[src/rtl/freq_setpoint.sv]
// Frequency setpoint register driven by quadrature up/down pulses.
// Consecutive same-direction events inside FAST_WINDOW cycles step by
// FAST_STEP, otherwise by 1. The result is clamped to [MIN_VAL, MAX_VAL]
// and offered downstream on a valid/ready port where the latest value wins.
module freq_setpoint #(
  parameter int WIDTH       = 16,
  parameter int MIN_VAL     = 2,
  parameter int MAX_VAL     = 50000,
  parameter int INIT_VAL    = 1000,
  parameter int FAST_WINDOW = 250000,
  parameter int WIN_W       = 20,
  parameter int FAST_STEP   = 10
) (
  input  logic             clk,
  input  logic             rst_n,
  input  logic             up,
  input  logic             down,
  input  logic             out_ready,
  output logic             out_valid,
  output logic [WIDTH-1:0] out_data,
  output logic             at_min,
  output logic             at_max
);

  localparam int WP1 = WIDTH + 1;

  localparam logic [WIDTH-1:0] MIN_V     = WIDTH'(MIN_VAL);
  localparam logic [WIDTH-1:0] MAX_V     = WIDTH'(MAX_VAL);
  localparam logic [WIDTH-1:0] INIT_V    = WIDTH'(INIT_VAL);
  localparam logic [WIN_W-1:0] WIN_MAX   = WIN_W'(FAST_WINDOW);
  localparam logic [WIDTH:0]   STEP_FAST = WP1'(FAST_STEP);
  localparam logic [WIDTH:0]   STEP_ONE  = WP1'(1);

  // Upward step with one extra bit of headroom so the sum cannot wrap.
  function automatic logic [WIDTH-1:0] sat_up(input logic [WIDTH-1:0] v,
                                              input logic [WIDTH:0]   s);
    logic [WIDTH:0] sum;
    sum = {1'b0, v} + s;
    if (sum > {1'b0, MAX_V}) return MAX_V;
    return sum[WIDTH-1:0];
  endfunction

  // Downward step in signed arithmetic so a borrow below zero shows as negative.
  function automatic logic [WIDTH-1:0] sat_dn(input logic [WIDTH-1:0] v,
                                              input logic [WIDTH:0]   s);
    logic signed [WIDTH+1:0] diff;
    diff = $signed({2'b00, v}) - $signed({1'b0, s});
    if (diff < $signed({2'b00, MIN_V})) return MIN_V;
    return diff[WIDTH-1:0];
  endfunction

  logic [WIDTH-1:0] sp_q;
  logic [WIDTH-1:0] sp_next;
  logic [WIN_W-1:0] gap_q;
  logic             last_up_q;
  logic             ev;
  logic             ev_up;
  logic             fast;
  logic [WIDTH:0]   step;
  logic             changed;

  // Event decode, step selection and clamped next setpoint.
  always_comb begin
    ev      = up ^ down;
    ev_up   = up & ~down;
    fast    = (ev_up == last_up_q) && (gap_q < WIN_MAX);
    step    = fast ? STEP_FAST : STEP_ONE;
    sp_next = sp_q;
    if (ev) sp_next = ev_up ? sat_up(sp_q, step) : sat_dn(sp_q, step);
    changed = ev && (sp_next != sp_q);
  end

  // Setpoint, limit flags, gap counter, direction memory and output handshake.
  always_ff @(posedge clk or negedge rst_n) begin
    if (!rst_n) begin
      sp_q      <= INIT_V;
      at_min    <= (INIT_V == MIN_V);
      at_max    <= (INIT_V == MAX_V);
      out_valid <= 1'b1;
      gap_q     <= WIN_MAX;
      last_up_q <= 1'b1;
    end else begin
      if (ev) begin
        gap_q     <= '0;
        last_up_q <= ev_up;
      end else if (gap_q < WIN_MAX) begin
        gap_q <= gap_q + WIN_W'(1);
      end
      sp_q   <= sp_next;
      at_min <= (sp_next == MIN_V);
      at_max <= (sp_next == MAX_V);
      if (changed)        out_valid <= 1'b1;
      else if (out_ready) out_valid <= 1'b0;
    end
  end

  assign out_data = sp_q;

endmodule

[config.mk]
export PLATFORM = sky130hd
export DESIGN_NAME = freq_setpoint
export DESIGN_NICKNAME = d
export VERILOG_FILES = /design/src/rtl/freq_setpoint.sv
export SDC_FILE = /design/constraint.sdc
export NUM_CORES = 1
export LEC_CHECK = 0
export BUFFER_PORTS_ARGS = -buffer_cell sky130_fd_sc_hd__buf_4
export CAP_MARGIN = 20
export CORE_MARGIN = 5
export CORE_UTILIZATION = 45
export CTS_BUF_LIST = sky130_fd_sc_hd__clkbuf_8 sky130_fd_sc_hd__clkbuf_16
export CTS_CLUSTER_DIAMETER = 30
export DETAILED_ROUTE_END_ITERATION = 8
export PLACE_DENSITY = 0.59
export SYNTH_ARGS = -nofsm -noshare
export SYNTH_HDL_FRONTEND = slang
export SYNTH_SLANG_ARGS = --single-unit
export TNS_END_PERCENT = 100
[constraint.sdc]
create_clock -name clk -period 12.8 [get_ports clk]
set_input_delay 0.64 -clock clk [delete_from_list [all_inputs] [get_ports clk]]
set_output_delay 0.64 -clock clk [all_outputs]
set_load 0.02 [all_outputs]
==> key figures <==
Synth
  • Cell accounting for the most synthesized area: dfrtp_1
  • Distinct cells, synth: 78
  • EDFF count, synth: 0
  • Synth warn: 0
  • Prevailing post-synth register cell: dfrtp_1
  • Post-Syn Area: 3680 sq um
  • Post-synth net total: 491
  • Post-synthesis cell count: 476
  • Seq/Total Area, Yosys: 0.277
  • Flops & latches, synth: 40
  • Ranking of synthesized cells by area: dfrtp_1 (17%), dfstp_2 (11%), nor2_1 (5.5%)
  • Synth Area per Inst: 7.73 sq um
  • Post-synth top area share: 0.170
  • Ys async rst share: 1.00

Drt
  • Starting DRT DRC Count: 398
  • Antenna-violating nets left: 0
  • Vias per cell: 6.59
  • WL/cell: 21.7 microns
  • DR vias: 3849
  • Pre-antenna DRT Iters: 5
  • Drt drc: 0
  • Drt total wl: 12700 microns

Clocking
  • CTS Buffer Depth: 2
  • Hold_buf cts: 0
  • H-tree depth: 2
  • Clk_lat worst skew: 290 ps
  • CTS tree: built
  • CTS clk-pin slew, worst paths: 80 ps
  • Postcts setup bufs: 0
  • Root buffer cell: clkbuf_8
  • Num CTS Buffers: 5
  • Post-CTS Resized: 0
  • Sink Count: 40

STA
  • Final Hold Fails: 0
  • Slew HR: 0.261
  • Pins over their slew limit: 0
  • FMAX: 151 MHz
  • Setup Viol. Count Final: 0
  • RSZ-0062 raised after global routing: no
  • Worst Clk Skew: 5.97 ps
  • Worst-margin pin slew: 1100 ps
  • Final Cycle Share: 0.517
  • Min cycle time layout: 6610 ps
  • Setup TNS: 0 ps

Power
  • P_leak: 1.53 nW
  • Psw: 460 uW
  • Seq pwr share: 0.295
  • VDD IR max: 0.165 mV
  • Sw frac: 0.530
  • Comb power frac: 0.589
  • Clock power share: 0.116
  • Power per cell area: 218 nW/um^2
  • Pint: 408 uW

Run
  • Max_cap viols: 0

Floorplan
  • Top Ports: 24
  • Core Box Area: 8090 sq um
  • FP Rows: 33
  • Full die area: 10100 sq um
  • Die Y: 100 microns
  • Initial Util: 0.455
  • Die W: 100 microns

Critical path
  • Critical Path RT: 13010 ps
  • Slowest-stage cell, CP: ha_1
  • Worst setup path class: flip-flop to flip-flop
  • Crit path cell chain: nor4_1, nand2_1, a21oi_1, nor2_1, nor3_1, nand2_1, ha_1, nor2b_2, o2bb2ai_2, nor2_1, mux2_2, o41a_1, a21oi_2, mux2_4, and3_1, or4_1, or4_1
  • Critical Path End Type: flip-flop
  • CP max FO: 14
  • Worst path max stage delay: 620 ps
  • CP Launch Type: flip-flop
  • Critical Path AT: 6820 ps

Place
  • GPL Wtd Cong: 0.975
  • I/O Buffers: 23
  • Detailed placement HPWL: 9340 microns

Run status
  • Status: finished, final reports clean

Final layout
  • Antenna cells: 0
  • Post-layout util: 0.492
  • Layout cell share with drive strength beyond 1: 0.140
  • Final #Nets: 493
  • Synth-to-Final Area Change: 8.27%

GRT
  • Vias in the first global route: 3598
  • Gr ovfl total: 0
  • Initial antenna violation count: 0
  • First-pass GRT wire length: 20000 microns
  • Gr usage total: 0.254
  • Maximum number of pins on one net before global-route repair: 41

Hold path
  • Worst min-delay path class: input pin to asynchronous set/reset pin
==> worst paths after layout <==
path | endpoint | slack (ps) | cells past startpoint | startpoint
worst max register to register | out_valid | 6190 | 17 | gap_q[11]
max in group asynchronous | gap_q[16] | 12110 | 1 | rst_n
worst min register to register | last_up_q | 480 | 2 | last_up_q
worst max-delay path | out_valid | 6190 | 17 | gap_q[11]
worst min-delay path | gap_q[2] | 310 | 1 | rst_n
min in group clk | last_up_q | 480 | 2 | last_up_q
==> power by group through the flow <==
stage	sequential, mW	combinational (mW)	clock [mW]
final	0.256	0.511	0.100
after global routing	0.261	0.553	0.109
after CTS	0.252	0.505	0.103
after detailed placement	0.254	0.502	0
after global placement	0.255	0.503	0
after floorplan	0.219	0.369	0
==> cells by family (layout without fill, tap and decap cells) <==
family                     after synthesis  in the layout  share of synthesized area
AOI/OAI and AO/OA                      133            133                      0.251
adders and majority gates               10             10                     0.0381
xor gates and xnor gates                22             22                     0.0524
and+or+nand+nor                        212            212                      0.308
DFF                                     40             40                      0.277
buffers and inverters                   55             58                     0.0609
muxes                                    4              4                     0.0126
==> metal layers <==
layer | part of all wire | track usage | vias up
met3 | 0.068 | 0.0285 | 37
met2 | 0.47 | 0.409 | 190
li1 | - | - | 1775
met5 | 0 | 0 | -
met1 | 0.42 | 0.340 | 1847
met4 | 0.045 | 0.118 | 0
==> worst max-delay path: cells and delay by family, from the launching register on <==
kind            cells  cell delay, ps
compound gates      4            1770
fa+ha+maj           1             620
flops               1             400
mux                 2             680
simple gates       10            3050
==> Yosys cell counts, types with 3 or more instances <==
cell and n:
a211oi_1 4, a21oi_1 26, a221oi_1 4, a22o_1 4, a311oi_1 3, a31oi_1 5, and2_1 7, and3_1 6
buf_1 4, buf_2 5, clkbuf_1 21, dfrtp_1 25, dfstp_2 15, ha_1 8, inv_1 22, nand2_1 39
nand2b_1 3, nand3_1 17, nand4_1 16, nor2_1 54, nor2b_1 4, nor3_1 18, nor4_1 8, o211a_1 3
o211ai_1 5, o21a_1 3, o21ai_0 29, o221ai_1 3, o22ai_1 5, o31ai_1 10, or3_1 12, or4_1 10
xnor2_1 7, xor2_1 15
==> final cells by class <==
class | instances | area, sq um
clock buffer | 5 | 68.8
clock inverter | 3 | 38.8
fill | 842 | 4110
inverter | 23 | 86.3
multi-input combinational | 381 | 2430
sequential | 40 | 1020
tap | 105 | 131
timing repair buffer | 27 | 203
==> metrics by stage <==
| step | hold WS, ps | total power, mW | setup slack (ps) | instances | cell area [sq um] |
|---|---|---|---|---|---|
| 4_1_cts | 330 | 0.859 | 6220 | 584 | 3980 |
| 3_3_place_gp | 468 | 0.758 | 6440 | 576 | 3870 |
| 6_report | 312 | 0.868 | 6190 | 584 | 3980 |
| 3_5_place_dp | 474 | 0.756 | 6260 | 576 | 3870 |
| 2_1_floorplan | 344 | 0.588 | 7550 | 476 | 3680 |
| 5_1_grt | 347 | 0.923 | 5820 | 584 | 3980 |
==> sequential cells by signal, summed over array words and instances (netlist names) <==
name,flops
at_max,1
at_min,1
gap_q,20
last_up_q,1
out_data,16
out_valid,1
==> placed cells by master, fill, tap and decap left out, types with 6 or more instances in the layout <==
master   count
xnor2_1      7
a21oi_1     26
o21ai_0     29
nor3_1      18
o31ai_1     10
or3_1       12
nor2_1      54
and2_1       7
ha_1         8
nand3_1     17
or4_1       10
dfstp_2     15
buf_4       27
nand4_1     16
inv_1       23
xor2_1      15
nand2_1     39
nor4_1       8
dfrtp_1     25
and3_1       6
Power figures use the tool's default switching activity.
